==> src/rtl/motor_ramp_ctrl.sv <==
// Slews H-bridge duty toward a commanded (dir, duty) target at a fixed step rate,
// inserting a zero-duty dead time on direction reversal; estop forces duty to zero.
module motor_ramp_ctrl #(
  parameter int DUTY_W      = 8,
  parameter int STEP_DIV    = 256,
  parameter int STEP_SIZE   = 1,
  parameter int DEAD_CYCLES = 1024
) (
  input  logic              clk,
  input  logic              rst,
  input  logic              cmd_valid,
  output logic              cmd_ready,
  input  logic              cmd_dir,
  input  logic [DUTY_W-1:0] cmd_duty,
  input  logic              estop,
  output logic [DUTY_W-1:0] duty,
  output logic              dir,
  output logic              drv_en,
  output logic              busy,
  output logic              at_target
);

  localparam int PS_W = (STEP_DIV > 1) ? $clog2(STEP_DIV) : 1;
  localparam int DC_W = (DEAD_CYCLES > 1) ? $clog2(DEAD_CYCLES) : 1;

  localparam logic [PS_W-1:0]   PS_LAST = PS_W'(STEP_DIV - 1);
  localparam logic [DC_W-1:0]   DC_LAST = DC_W'(DEAD_CYCLES - 1);
  localparam logic [DUTY_W:0]   STEP_W1 = (DUTY_W + 1)'(STEP_SIZE);
  localparam logic [DUTY_W-1:0] STEP_N  = DUTY_W'(STEP_SIZE);

  localparam logic [1:0] IDLE  = 2'd0;
  localparam logic [1:0] RAMP  = 2'd1;
  localparam logic [1:0] DEAD  = 2'd2;
  localparam logic [1:0] ESTOP = 2'd3;

  logic [1:0]        state, state_nxt;
  logic [DUTY_W-1:0] duty_nxt;
  logic              dir_nxt;
  logic [DUTY_W-1:0] target_duty, target_duty_nxt;
  logic              target_dir, target_dir_nxt;
  logic [PS_W-1:0]   prescaler, prescaler_nxt;
  logic [DC_W-1:0]   dead_cnt, dead_cnt_nxt;

  logic              accept;
  logic              tick;
  logic              eff_dir;
  logic [DUTY_W-1:0] eff_duty;
  logic [DUTY_W:0]   up_sum;
  logic [DUTY_W:0]   dn_lim;
  logic [DUTY_W-1:0] toward_target;
  logic [DUTY_W-1:0] toward_zero;

  assign cmd_ready = (state != ESTOP) && !estop;
  assign accept    = cmd_valid && cmd_ready;
  assign tick      = (prescaler == PS_LAST);

  // A command landing on the same edge as a tick steers that tick, so the
  // IDLE-exit check never compares against a stale target.
  assign eff_dir  = accept ? cmd_dir  : target_dir;
  assign eff_duty = accept ? cmd_duty : target_duty;

  // One extra bit keeps duty +/- STEP from wrapping before the clamp.
  assign up_sum = {1'b0, duty} + STEP_W1;
  assign dn_lim = {1'b0, eff_duty} + STEP_W1;

  always_comb begin
    toward_target = eff_duty;
    if (duty < eff_duty) begin
      toward_target = (up_sum >= {1'b0, eff_duty}) ? eff_duty : up_sum[DUTY_W-1:0];
    end else begin
      toward_target = ({1'b0, duty} >= dn_lim) ? (duty - STEP_N) : eff_duty;
    end
  end

  assign toward_zero = ({1'b0, duty} >= STEP_W1) ? (duty - STEP_N) : '0;

  always_comb begin
    state_nxt       = state;
    duty_nxt        = duty;
    dir_nxt         = dir;
    target_duty_nxt = target_duty;
    target_dir_nxt  = target_dir;
    prescaler_nxt   = prescaler;
    dead_cnt_nxt    = dead_cnt;

    if (estop) begin
      duty_nxt        = '0;
      target_duty_nxt = '0;
      state_nxt       = ESTOP;
    end else begin
      if (accept) begin
        target_dir_nxt  = cmd_dir;
        target_duty_nxt = cmd_duty;
      end

      case (state)
        IDLE: begin
          if (accept && ((cmd_dir != dir) || (cmd_duty != duty))) begin
            state_nxt     = RAMP;
            prescaler_nxt = '0;
          end
        end

        RAMP: begin
          prescaler_nxt = tick ? '0 : (prescaler + PS_W'(1));
          if (tick) begin
            duty_nxt = (dir == eff_dir) ? toward_target : toward_zero;
          end
          // Reversal reaching zero enters the dwell on the very edge duty hits 0.
          if ((dir != eff_dir) && (duty_nxt == '0)) begin
            state_nxt    = DEAD;
            dead_cnt_nxt = '0;
          end else if (tick && (dir == eff_dir) && (duty_nxt == eff_duty)) begin
            state_nxt = IDLE;
          end
        end

        DEAD: begin
          duty_nxt = '0;
          if (dead_cnt == DC_LAST) begin
            dir_nxt       = eff_dir;
            prescaler_nxt = '0;
            state_nxt     = RAMP;
          end else begin
            dead_cnt_nxt = dead_cnt + DC_W'(1);
          end
        end

        default: begin
          state_nxt = IDLE;
        end
      endcase
    end
  end

  always_ff @(posedge clk or posedge rst) begin
    if (rst) begin
      state       <= IDLE;
      duty        <= '0;
      dir         <= 1'b0;
      target_duty <= '0;
      target_dir  <= 1'b0;
      prescaler   <= '0;
      dead_cnt    <= '0;
    end else begin
      state       <= state_nxt;
      duty        <= duty_nxt;
      dir         <= dir_nxt;
      target_duty <= target_duty_nxt;
      target_dir  <= target_dir_nxt;
      prescaler   <= prescaler_nxt;
      dead_cnt    <= dead_cnt_nxt;
    end
  end

  assign drv_en    = (duty != '0);
  assign busy      = (state != IDLE);
  assign at_target = (state == IDLE) && (duty == target_duty) && (dir == target_dir);

endmodule

==> config.mk <==
export PLATFORM = sky130hd
export DESIGN_NAME = motor_ramp_ctrl
export DESIGN_NICKNAME = d
export VERILOG_FILES = /design/src/rtl/motor_ramp_ctrl.sv
export SDC_FILE = /design/constraint.sdc
export NUM_CORES = 1
export LEC_CHECK = 0
export CORE_MARGIN = 5
export CORE_UTILIZATION = 40
export DETAILED_ROUTE_END_ITERATION = 7
export PLACE_DENSITY = 0.55
export SLEW_MARGIN = 5
export SYNTH_ARGS = -nofsm -noshare
export SYNTH_HDL_FRONTEND = slang
export SYNTH_SLANG_ARGS = --single-unit
==> constraint.sdc <==
create_clock -name clk -period 9.6 [get_ports clk]
set_input_delay 0.96 -clock clk [delete_from_list [all_inputs] [get_ports clk]]
set_output_delay 0.96 -clock clk [all_outputs]
set_load 0.05 [all_outputs]
==> impl_metrics.ini <==
[outcome]
status = complete, no violations

[global_route]
antenna_found_initial = 0
grt_pass1_wl_microns = 21300
grt_max_degree = 39
grt_pass1_vias = 3901
grt_usage = 0.229
grt_use_met3 = 0.0423
grt_util_met2 = 0.350
use_met1 = 0.299
grt_overflow = 0
grt.busiest_layer = met2

[floorplan]
io_pins = 26
fp.dieW_microns = 110
die_y_microns = 110
core_sq_um = 9770
die-area_sq_um = 12100
start_util = 0.409
row_count = 36

[worst_setup_path]
critical_path_depth = 18
reg2reg_depth = 17
r2r_slack_ns = 4.06
path_class = primary input to flip-flop
cpMaxStageDelayCell = clkdlybuf4s50_1
crit_fanout = 13
critPathMaxStageDelay_ns = 0.73
worstPathRequired_ns = 9.78
worstPathCellList = clkdlybuf4s50_1, clkinv_1, nor2_1, mux2i_1, inv_1, xnor2_1, ha_1, o2111ai_1, a21oi_1, o21ai_0, buf_4, or3_1, a41oi_2, o21ai_2, or3_4, nor4_4, o21bai_4, mux2_4
crit_family = simple AND/OR/NAND/NOR gates
critical_path_arrival_ns = 6.47
cp-start-kind = primary input
r2r-start = state[1]
timing.rr.end = dead_cnt[0]
cp_num_buf_inv = 4
critPathCaptureType = flip-flop
cp-startpoint = cmd_valid

[clock_network]
clk_latency_ns = 0.29
cts_root_buffer = clkbuf_8
htreeDepth = 2
cts_hold_buf = 0
postCtsSetupRepairBufs = 0
postCtsResizedCells = 0
clkTransAtPathRegs_ns = 0.08
clockBufferDepth = 2
cts_made_buffers = 5
cts_tree = yes
cts_sinks = 38

[sta]
setup_viol = 0
finalClockSkew_ns = 0.00719
hold_violations = 0
fin_setup_tns_ns = 0
timing.fmax_mhz = 159
finalCriticalPeriod_ns = 6.29
drv_slew = 0
worst_pin_slew_ns = 1.01
rsz0062_at_grt = false
max_slew_margin = 0.325
post-route-period-util = 0.656

[route]
route.detailed.wl_per_inst_microns = 20.6
drc = 0
first_iter_violations = 346
num_vias = 4030
first_pass_iters = 5
vias_per_cell = 6.20
drtAntennaViolNets = 0
finalWirelength_microns = 13400

[logic_synthesis]
yosysTopAreaCell = dfrtp_1
synth_edf_count = 0
synth_top_area_share = 0.238
syn_inst = 502
ys_ff_latch = 38
async_reset_ff_frac = 1.00
synth_area_leaders = dfrtp_1 (24%), ha_1 (8.8%), xnor2_1 (5.7%), nor2_1 (3.9%), a21oi_1 (3.9%)
synthDistinctLibCells = 79
syn_area_sq_um = 4000
synth_seq_area_share = 0.238
avgSynthCellArea_sq_um = 7.96
synth_nets = 543
yosysWarnings = 0
ys.flop_type = dfrtp_1

[layout]
final_cell_mix = nor2_1 (42), nand2_1 (41), dfrtp_1 (38)
layout-drive-gt1-share = 0.0774
final_common_cell = nor2_1
areaGrowthSynthToFinish_pct = 12.5
fillers = 1002
layout.nets = 557
diodes = 0

[worst_hold_path]
hp-class = flip-flop to flip-flop
holdPathEnd = prescaler[7]
min_from = prescaler[7]
whs_path_depth = 1

[placed_design]
io_buffers = 25
place_congestion = 0.980
dpl.hpwl_microns = 9740

[pwr]
p_leak_nw = 1.82
total_power_w = 0.000657
p_per_area_nw_per_um2 = 146
ir_drop_uv = 131

[job]
maxCapViolCount = 0
## cell type report
type,instances,area (sq um),area share
Clock buffer,5,68.8,0.0153
Clock inverter,3,68.8,0.0153
Inverter,22,85.1,0.0189
Multi-Input combinational cell,417,2850,0.635
Sequential cell,38,951,0.212
Tap cell,133,166,0.0370
Timing Repair Buffer,32,303,0.0674
## worst max-delay path by stage
stage	endpoint	slack, ns
6_report	dead_cnt[0]	3.31
5_1_grt	dead_cnt[0]	3.13
4_1_cts	dead_cnt[0]	3.40
3_5_place_dp	dead_cnt[0]	3.11
3_3_place_gp	dead_cnt[0]	3.20
2_1_floorplan	dead_cnt[0]	4.59
## cells in the mapped netlist (3+ instances only)
cell and count:
nor2_1 42, nand2_1 41, dfrtp_1 38, a21oi_1 31
nand3_1 29, ha_1 28, xnor2_1 26, o21ai_0 25
nor3_1 23, clkbuf_1 20, inv_1 18, xor2_1 11
and3_1 10, mux2i_1 10, a31oi_1 9, nand2b_1 8
o2bb2ai_1 8, mux2_2 6, nand4_1 6, o31ai_1 6
or3_1 6, nor4_1 5, o2111ai_1 5, a211oi_1 4
a22o_1 4, and2_1 4, o21ai_1 4, a211o_1 3
a311oi_1 3, nor2b_1 3, o211ai_1 3, o22ai_1 3
or4_1 3
## sequential cells by signal, summed over array words and instances, names as in the netlist
name,flops
dead_cnt,10
state,2
prescaler,8
dir,1
target_duty,8
duty,8
target_dir,1
## metal layers
metal | part of all wire | wire (microns)
met5 | 0 | 0
met4 | 0.060 | 809
met2 | 0.44 | 5860
met3 | 0.063 | 844
met1 | 0.44 | 5900
## power breakdown
part | switching (W) | leakage [nW] | internal (W) | total, W
Combinational | 0.000169 | 1.25 | 0.000105 | 0.000274
Clock | 0.0000602 | 0.0683 | 0.000104 | 0.000164
Sequential | 0.0000342 | 0.503 | 0.000184 | 0.000218
Total | 0.000263 | 1.82 | 0.000393 | 0.000657
## per-stage QoR
step | hold WS, ns | setup WS (ns) | instances | util | cell area, sq um
3_3_place_gp | 0.478 | 3.20 | 642 | 0.446 | 4360
2_1_floorplan | 0.438 | 4.59 | 502 | - | 4000
6_report | 0.480 | 3.31 | 650 | 0.460 | 4500
4_1_cts | 0.484 | 3.40 | 650 | 0.460 | 4500
5_1_grt | 0.499 | 3.13 | 650 | 0.460 | 4500
3_5_place_dp | 0.468 | 3.11 | 642 | 0.446 | 4360
## logic make-up (layout without fill, tap and decap cells)
family | after synthesis | after routing | synth area share
DFF | 38 | 38 | 0.238
adders and majority gates | 28 | 28 | 0.0877
AOI/OAI and AO/OA | 138 | 138 | 0.242
muxes | 17 | 17 | 0.0457
and+or+nand+nor | 197 | 197 | 0.257
xor gates and xnor gates | 37 | 37 | 0.0811
buffers and inverters | 47 | 62 | 0.0482
Power figures use the tool's default switching activity.
